$ cat src/rtl/enemy_march_pacer_if.sv
// Handshake bundle between the march pacer and its surroundings.
// The master side drives the game controls and the formation x position.
// The slave side (the pacer) returns the step/drop pulses, direction and period.
interface enemy_march_pacer_if #(
    parameter int CNT_W = 24
) ();

    logic             enable;
    logic             pause;
    logic             kill;
    logic             wave_reset;
    logic [10:0]      posxE1;
    logic             mueva;
    logic             drop;
    logic             dir;
    logic [CNT_W-1:0] period;

    modport master (
        output enable,
        output pause,
        output kill,
        output wave_reset,
        output posxE1,
        input  mueva,
        input  drop,
        input  dir,
        input  period
    );

    modport slave (
        input  enable,
        input  pause,
        input  kill,
        input  wave_reset,
        input  posxE1,
        output mueva,
        output drop,
        output dir,
        output period
    );

endinterface

$ cat src/rtl/enemy_march_pacer.sv
// Timing and direction master for the enemy formation.
// A period counter produces one-cycle step pulses (mueva). When a step falls
// due while the formation sits at a screen edge, a drop pulse is issued
// instead and the march direction reverses. Kills shorten the period down to
// a floor, and a wave restart restores the base period and rightward march.
module enemy_march_pacer #(
    parameter int CNT_W       = 24,
    parameter int BASE_PERIOD = 12500000,
    parameter int MIN_PERIOD  = 1250000,
    parameter int STEP_DEC    = 250000,
    parameter int X_MIN       = 16,
    parameter int X_MAX       = 560
) (
    input logic                clk,
    input logic                reset,
    enemy_march_pacer_if.slave bus
);

    typedef enum logic [1:0] {
        ST_IDLE  = 2'd0,
        ST_RUN_R = 2'd1,
        ST_RUN_L = 2'd2
    } state_t;

    localparam logic [CNT_W-1:0] BASE_P   = CNT_W'(BASE_PERIOD);
    localparam logic [CNT_W-1:0] MIN_P    = CNT_W'(MIN_PERIOD);
    localparam logic [CNT_W-1:0] DEC_P    = CNT_W'(STEP_DEC);
    localparam logic [CNT_W-1:0] ONE_P    = CNT_W'(1);
    // Smallest period that can absorb a full decrement without going under
    // the floor; one bit wider so MIN_PERIOD + STEP_DEC cannot wrap.
    localparam logic [CNT_W:0]   KILL_LIM = (CNT_W+1)'(MIN_PERIOD) + (CNT_W+1)'(STEP_DEC);
    localparam logic [10:0]      X_LO     = 11'(X_MIN);
    localparam logic [10:0]      X_HI     = 11'(X_MAX);

    state_t           state_r;
    logic [CNT_W-1:0] cnt_r;
    logic [CNT_W-1:0] period_r;
    logic             dir_r;
    logic             mueva_r;
    logic             drop_r;

    logic [CNT_W-1:0] period_last_s;
    logic             tick_due_s;
    logic             at_right_s;
    logic             at_left_s;
    logic [CNT_W-1:0] period_killed_s;

    // Tick and screen-edge detection from the current count and position.
    always_comb begin
        period_last_s = period_r - ONE_P;
        // >= so a period that shrank below the running count fires at once.
        tick_due_s    = (cnt_r >= period_last_s);
        at_right_s    = (bus.posxE1 >= X_HI);
        at_left_s     = (bus.posxE1 <= X_LO);
    end

    // Saturating period reduction applied on a kill; compare before subtract.
    always_comb begin
        period_killed_s = period_r;
        if ({1'b0, period_r} >= KILL_LIM) begin
            period_killed_s = period_r - DEC_P;
        end else begin
            period_killed_s = MIN_P;
        end
    end

    // Pacer state machine with counter, direction, period and pulse registers.
    always_ff @(posedge clk) begin
        if (reset) begin
            state_r  <= ST_IDLE;
            cnt_r    <= '0;
            period_r <= BASE_P;
            dir_r    <= 1'b1;
            mueva_r  <= 1'b0;
            drop_r   <= 1'b0;
        end else if (bus.wave_reset) begin
            // A new wave outranks a kill and discards any tick due now.
            state_r  <= bus.enable ? ST_RUN_R : ST_IDLE;
            cnt_r    <= '0;
            period_r <= BASE_P;
            dir_r    <= 1'b1;
            mueva_r  <= 1'b0;
            drop_r   <= 1'b0;
        end else begin
            // Kills are taken in every state; a tick this cycle still
            // compared against the old period above.
            if (bus.kill) begin
                period_r <= period_killed_s;
            end else begin
                period_r <= period_r;
            end

            if (!bus.enable) begin
                state_r <= ST_IDLE;
                cnt_r   <= '0;
                mueva_r <= 1'b0;
                drop_r  <= 1'b0;
            end else if (bus.pause) begin
                // Freeze count, state and direction; a due tick waits.
                mueva_r <= 1'b0;
                drop_r  <= 1'b0;
            end else begin
                case (state_r)
                    ST_IDLE: begin
                        state_r <= dir_r ? ST_RUN_R : ST_RUN_L;
                        cnt_r   <= '0;
                        mueva_r <= 1'b0;
                        drop_r  <= 1'b0;
                    end
                    ST_RUN_R: begin
                        if (tick_due_s) begin
                            cnt_r <= '0;
                            if (at_right_s) begin
                                state_r <= ST_RUN_L;
                                dir_r   <= 1'b0;
                                mueva_r <= 1'b0;
                                drop_r  <= 1'b1;
                            end else begin
                                mueva_r <= 1'b1;
                                drop_r  <= 1'b0;
                            end
                        end else begin
                            cnt_r   <= cnt_r + ONE_P;
                            mueva_r <= 1'b0;
                            drop_r  <= 1'b0;
                        end
                    end
                    ST_RUN_L: begin
                        if (tick_due_s) begin
                            cnt_r <= '0;
                            if (at_left_s) begin
                                state_r <= ST_RUN_R;
                                dir_r   <= 1'b1;
                                mueva_r <= 1'b0;
                                drop_r  <= 1'b1;
                            end else begin
                                mueva_r <= 1'b1;
                                drop_r  <= 1'b0;
                            end
                        end else begin
                            cnt_r   <= cnt_r + ONE_P;
                            mueva_r <= 1'b0;
                            drop_r  <= 1'b0;
                        end
                    end
                    default: begin
                        state_r <= ST_IDLE;
                        cnt_r   <= '0;
                        mueva_r <= 1'b0;
                        drop_r  <= 1'b0;
                    end
                endcase
            end
        end
    end

    assign bus.mueva  = mueva_r;
    assign bus.drop   = drop_r;
    assign bus.dir    = dir_r;
    assign bus.period = period_r;

endmodule

$ cat src/flat_wrapper.sv
// flat-port wrapper written by rule: the top's interface ports become plain ports
module enemy_march_pacer_flat 
#(
    parameter int CNT_W       = 24,
    parameter int BASE_PERIOD = 12500000,
    parameter int MIN_PERIOD  = 1250000,
    parameter int STEP_DEC    = 250000,
    parameter int X_MIN       = 16,
    parameter int X_MAX       = 560
)
  (clk, reset, bus_enable, bus_pause, bus_kill, bus_wave_reset, bus_posxE1, bus_mueva, bus_drop, bus_dir, bus_period);
  enemy_march_pacer_if #(.CNT_W(CNT_W)) bus_i ();
  input logic clk;
  input logic reset;
  input wire logic [$bits(bus_i.enable)-1:0] bus_enable;
  input wire logic [$bits(bus_i.pause)-1:0] bus_pause;
  input wire logic [$bits(bus_i.kill)-1:0] bus_kill;
  input wire logic [$bits(bus_i.wave_reset)-1:0] bus_wave_reset;
  input wire logic [$bits(bus_i.posxE1)-1:0] bus_posxE1;
  output wire logic [$bits(bus_i.mueva)-1:0] bus_mueva;
  output wire logic [$bits(bus_i.drop)-1:0] bus_drop;
  output wire logic [$bits(bus_i.dir)-1:0] bus_dir;
  output wire logic [$bits(bus_i.period)-1:0] bus_period;
  assign bus_i.enable = bus_enable;
  assign bus_i.pause = bus_pause;
  assign bus_i.kill = bus_kill;
  assign bus_i.wave_reset = bus_wave_reset;
  assign bus_i.posxE1 = bus_posxE1;
  assign bus_mueva = bus_i.mueva;
  assign bus_drop = bus_i.drop;
  assign bus_dir = bus_i.dir;
  assign bus_period = bus_i.period;
  enemy_march_pacer #(.CNT_W(CNT_W), .BASE_PERIOD(BASE_PERIOD), .MIN_PERIOD(MIN_PERIOD), .STEP_DEC(STEP_DEC), .X_MIN(X_MIN), .X_MAX(X_MAX)) u_core (.clk(clk), .reset(reset), .bus(bus_i));
endmodule
$ cat config.mk
export PLATFORM = sky130hd
export DESIGN_NAME = enemy_march_pacer_flat
export DESIGN_NICKNAME = d
export VERILOG_FILES = /design/src/rtl/enemy_march_pacer_if.sv /design/src/rtl/enemy_march_pacer.sv /design/src/flat_wrapper.sv
export SDC_FILE = /design/constraint.sdc
export NUM_CORES = 1
export LEC_CHECK = 0
export CORE_MARGIN = 3
export CORE_UTILIZATION = 55
export CTS_CLUSTER_DIAMETER = 120
export DETAILED_ROUTE_END_ITERATION = 6
export PLACE_DENSITY = 0.79
export SETUP_SLACK_MARGIN = 0.5
export SYNTH_ARGS = -nofsm -noshare
export SYNTH_HDL_FRONTEND = slang
export SYNTH_SLANG_ARGS = --single-unit
$ cat constraint.sdc
create_clock -name clk -period 8.1 [get_ports clk]
set_clock_uncertainty 0.1 [all_clocks]
set_input_delay 0.81 -clock clk [delete_from_list [all_inputs] [get_ports clk]]
set_output_delay 0.81 -clock clk [all_outputs]
set_load 0.005 [all_outputs]
## Word-level counts from Yosys, hierarchy flattened

Cells that the tools add are included.

- Logic and storage cells: 62
- Register bits after elaboration: 53
- Output and inout bits: 27
- Bits of input ports: 17

- Reductions and logical operators: 8
- $lt $le $gt $ge: 4
- $add $sub $neg: 3
- Mux-type cells: 28
- Bitwise logic cells: 2
- Eq/ne operators: 11

Operators with widths:

| kind | count |
|---|---|
| two-way mux 24 bit | 3 |
| adder 24 x 1 -> 24 bit, second input constant | 1 |
| >= comparator 24 x 21 -> 1 bit, second input constant | 1 |
| >= comparator 24 bit | 1 |
| subtractor 24 x 1 -> 24 bit, second input constant | 1 |
| subtractor 24 x 18 -> 24 bit, second input constant | 1 |
| two-way mux 2 bit | 8 |
| != test 4 x 3 -> 1 bit, second input constant | 4 |
| two-way mux 1 bit | 13 |
| >= comparator 11 x 10 -> 1 bit, second input constant | 1 |
| less-or-equal comparator 11 x 5 -> 1 bit, second input constant | 1 |
| != test 2 x 1 -> 1 bit, second input constant | 4 |
| AND reduction 7 bit | 1 |
| one-hot mux 1 bit (2 select lines) | 3 |
| one-hot mux 2 bit (3 select lines) | 1 |
| AND reduction 5 bit | 1 |
| OR reduction 2 bit | 2 |
| OR reduction 4 bit | 1 |
| != test 3 x 2 -> 1 bit, second input constant | 1 |
| OR reduction 3 bit | 1 |
| == test 2 x 1 -> 1 bit, second input constant | 1 |
| == test 2 bit, second input constant | 1 |
| logical NOT 2 bit | 1 |
| NOT 1 bit | 2 |
| nonzero test 2 bit | 1 |

## Depth between registers and ports, before layout

- Word-level depth: 7
- Depth in mapped cells: 17
- Depth with buffers taken out: 15

## Least setup slack after synthesis

Ideal clock, no wire load.

- Kind: register -> register
- From: reg u_core.period_r[4] (netlist: u_core.bus.period[4])
- To: reg u_core.cnt_r[23]
- Clock period less this slack: 3.740 ns
- Data required time: 7.938 ns
- Setup time: 0.062 ns
- Cell stages (with the launch flop): 16
- Data arrival time: 3.578 ns
- Setup slack: 4.360 ns
- Buffers on the path: 0
- Path through: dfxtp_1 -> inv_1 -> ha_1 -> nor3b_1 -> nand2_1 -> nor2_1 -> nand2_1 -> nor2_1 -> xnor2_1 -> ha_1 -> a21oi_1 -> nand2_1 -> a221oi_1 -> nand3_2 -> or4_1 -> nand3_1

- Longest elaborated chain between the ends: 4

RTL lines:

| element | line | RTL |
|---|---|---|
| from (decl) | enemy_march_pacer.sv:37 | `logic [CNT_W-1:0] period_r;` |
| from (signal assigned) | enemy_march_pacer.sv:88 | `period_r <= period_killed_s;` |
| from (signal assigned) | enemy_march_pacer.sv:90 | `period_r <= period_r;` |
| subtractor 24 x 1 -> 24 bit | enemy_march_pacer.sv:50 | `period_last_s = period_r - ONE_P;` |
| >= comparator 24 bit | enemy_march_pacer.sv:52 | `tick_due_s = (cnt_r >= period_last_s);` |
| two-way mux 24 bit | enemy_march_pacer.sv:111, enemy_march_pacer.sv:129 |  |
| two-way mux 24 bit | - |  |
| to (signal assigned) | enemy_march_pacer.sv:123 | `cnt_r <= cnt_r + ONE_P;` |
| to (signal assigned) | enemy_march_pacer.sv:141 | `cnt_r <= cnt_r + ONE_P;` |
| to (decl) | enemy_march_pacer.sv:36 | `logic [CNT_W-1:0] cnt_r;` |

Every way passes these cells.
A chain may end at the register's enable or synchronous reset.

## Final worst setup path

Ends and elaborated chain as after synthesis.

==> results.txt <==
Vias per std cell - 6.397
Top_reg_cell synth - dfxtp_1
Post-DP HPWL - 6.620 mm
Global-route wire length before repair - 14.91 mm
DR vias - 3,467
Clk sink count - 49
CP most frequent cell - nand2_1
Setup_tns - 0 ns
FF+latch count, synth - 49
Largest net degree at the start of global routing - 28
Postcts setup bufs - 0
Max-cap check violation count - 0
Switch share - 26.94%
Hold wc startpoint - u_core.cnt_r[23]
RR Startpoint - u_core.bus.period[4]
Worst-margin pin slew - 1.212 ns
Max incr delay on CP - 0.65 ns
TritonCTS Buffers - 5
CP cell instances - inv_1, ha_1, nor3b_1, nand2_1, nor2_1, nand2_1, nor2_1, xnor2_1, ha_1, a21oi_1, nand2_1, a221oi_1, nand3_2, or4_1, nand3_1
Comb power frac - 11.7%
Total GRT Usage - 24.64%
Die Ht - 86.01 um
Period minus WS final - 4.739 ns
Status - finished clean
Endpoints failing hold - 0
DRT iter0 DRCs - 264
Die area - 7398 um^2
Ys Warns - 0
Final RePlAce weighted congestion - 0.9251
Avg WL per Cell - 16.11 um
VDD IR max - 0.08194 mV
Crit start category - register
Slowest-stage cell, CP - or4_1
WP data required - 8.25 ns
Drt first pass iters - 5
Setup CP Type - reg -> reg
FMAX - 211.0 MHz
Antenna violations before repair - 0
Clock network fraction of total power - 32.4%
Unrepaired setup endpoints after global routing - no
CTS Root Cell - clkbuf_8
Initial core utilization - 58.09%
Clock tree buffer depth - 2
Reg power frac - 55.9%
CTS H-tree depth - 2
Crit path from - u_core.bus.period[4]
Top-Level Pins - 44
N_diodes - 0
Core area - 6061 um^2
Min Hold Slack - 0.4193 ns
Post-cts resize count - 0
Syn Std Cell Area - 3521 um^2
Ratio of cells with drive above 1 in the final layout - 4.925%
Worst-path clk slew - 0.10 ns
Syn Inst Count - 445
Yosys cell types - 65
Fill cells - 511
Hold Crit Class - reg -> reg
Slew HR - 18.91%
Die X-Extent - 86.01 um
Net Sw Power - 0.1217 mW
P_int - 0.3300 mW
Row count - 28
Final-report setup violation count - 0
Max-slew violation count - 0
Crit path max fanout - 27
Pwr per Cell Area - 114.0 nW/um^2
Later-pin clock latency in the skew report - 0.31 ns
# hold bufs at CTS - 0
Total routed wirelength - 8.733 mm
Number of global-route vias before repair - 3,168
Post-route ant nets - 0
Period utilisation layout - 58.51%
Async S/R FF share, synth - 0%
Remaining global-route overflow - 0
Leakage - 1.441 nW
Net count, final - 511
# DRC - 0
Area grow syn2layout - 12.58%
Setup crit end kind - register
Post-synthesis sequential area ratio - 27.86%
Number of flops mapped to enable cells by yosys - 0
Worst path arrival time - 4.89 ns
Clock tree from TritonCTS - yes
Syn_area_per_cell - 7.912 um^2
I/O Buffers - 39
-- registers in the layout, indices dropped and copies added (netlist names) --
register / flops
u_core.bus.period: 20
u_core.state_r: 2
u_core.bus.mueva: 1
u_core.bus.drop: 1
u_core.cnt_r: 24
u_core.bus.dir: 1
-- per-stage QoR --
| step | setup slack (ns) | power [mW] | utilization, % | cell area (um^2) | cells |
|---|---|---|---|---|---|
| 2_1_floorplan | 4.360 | 0.2891 | - | 3532 | 448 |
| 3_3_place_gp | 3.756 | 0.3094 | 63.98 | 3877 | 534 |
| 3_5_place_dp | 3.449 | 0.3104 | 63.98 | 3877 | 534 |
| 4_1_cts | 3.377 | 0.4531 | 65.40 | 3964 | 542 |
| 5_1_grt | 2.994 | 0.4731 | 65.40 | 3964 | 542 |
| 6_report | 3.361 | 0.4517 | 65.40 | 3964 | 542 |
-- cell families after synthesis --
kind of cell	Yosys count	synth area share, %
AOI/OAI and AO/OA	97	18.20
xor gates and xnor gates	27	6.717
adders and majority gates	28	9.950
buffers and inverters	43	5.543
DFF	49	27.86
other	1	0.1065
and+or+nand+nor	200	31.63
-- power groups by stage --
| stage | logic (mW) | clock network [mW] | registers [mW] |
|---|---|---|---|
| floorplan | 0.0363 | 0 | 0.253 |
| global placement | 0.0517 | 0 | 0.258 |
| detailed placement | 0.0526 | 0 | 0.258 |
| CTS | 0.0529 | 0.148 | 0.252 |
| global route | 0.0595 | 0.160 | 0.254 |
| finish | 0.0530 | 0.146 | 0.252 |
-- path summary, 6_finish.rpt --
path,slack [ns],endpoint,cells past startpoint
worst min-delay path,0.42,u_core.cnt_r[23],2
worst min register to register,0.42,u_core.cnt_r[23],2
worst max-delay path,3.36,u_core.cnt_r[23],15
worst max register to register,3.36,u_core.cnt_r[23],15
-- critical path, delay by kind of cell, from the launching register on --
kind | cells | cell delay (ns)
xor+xnor | 1 | 0.14
fa+ha+maj | 2 | 0.55
flops | 1 | 0.39
compound gates | 2 | 0.79
simple gates | 9 | 2.57
buf+inv | 1 | 0.15
-- per-layer routing --
layer | GRT usage (%) | wire length, um | vias to the layer above
met5 | 0 | 0 | -
met4 | 6.331 | 111 | 0
met3 | 4.707 | 705 | 14
met2 | 39.80 | 4010 | 141
met1 | 33.61 | 3906 | 1625
li1 | - | - | 1687
-- cell usage in the layout (no fill, tap or decap), types with 10 or more instances in the layout --
cell,netlist,layout
nor2_1,28,28
inv_1,15,15
clkdlybuf4s50_1,0,39
ha_1,28,28
o21ai_0,28,28
or3_1,11,11
nor3_1,10,10
nand4_1,20,20
nor4_1,11,11
xor2_1,13,13
nand3_1,34,34
a21oi_1,19,19
nand2_1,45,45
dfxtp_1,49,49
xnor2_1,14,14
-- cell usage after synthesis, types with 4 or more instances --
library cell / instances / share of area, %
dfxtp_1: 49 / 28
xor2_1: 13 / 3.2
buf_2: 5 / 0.71
nand4_1: 20 / 3.6
o311ai_0: 8 / 2.0
nand2_1: 45 / 4.8
a21oi_1: 19 / 2.7
nor3b_1: 5 / 1.1
xnor2_1: 14 / 3.5
nor4_1: 11 / 2.0
o211ai_1: 5 / 1.1
nand3_1: 34 / 4.8
o31ai_1: 4 / 0.85
nor2_1: 28 / 3.0
o21ai_0: 28 / 4.0
a21o_1: 8 / 1.7
nor3_1: 10 / 1.4
inv_1: 15 / 1.6
buf_4: 5 / 1.1
or3_1: 11 / 2.0
ha_1: 28 / 10
clkbuf_1: 15 / 1.6
-- cell type report --
type	count	area [um^2]	share of cell area, %
repair buffers	39	390.4	9.848
flip-flops and latches	49	980.9	24.75
multi-input cells	356	2356	59.44
inverters	15	56.30	1.420
clock buffers	5	68.82	1.736
clock inverters	3	17.52	0.4419
well taps	75	93.84	2.367
Note: power is estimated with default switching activity, not from simulation.
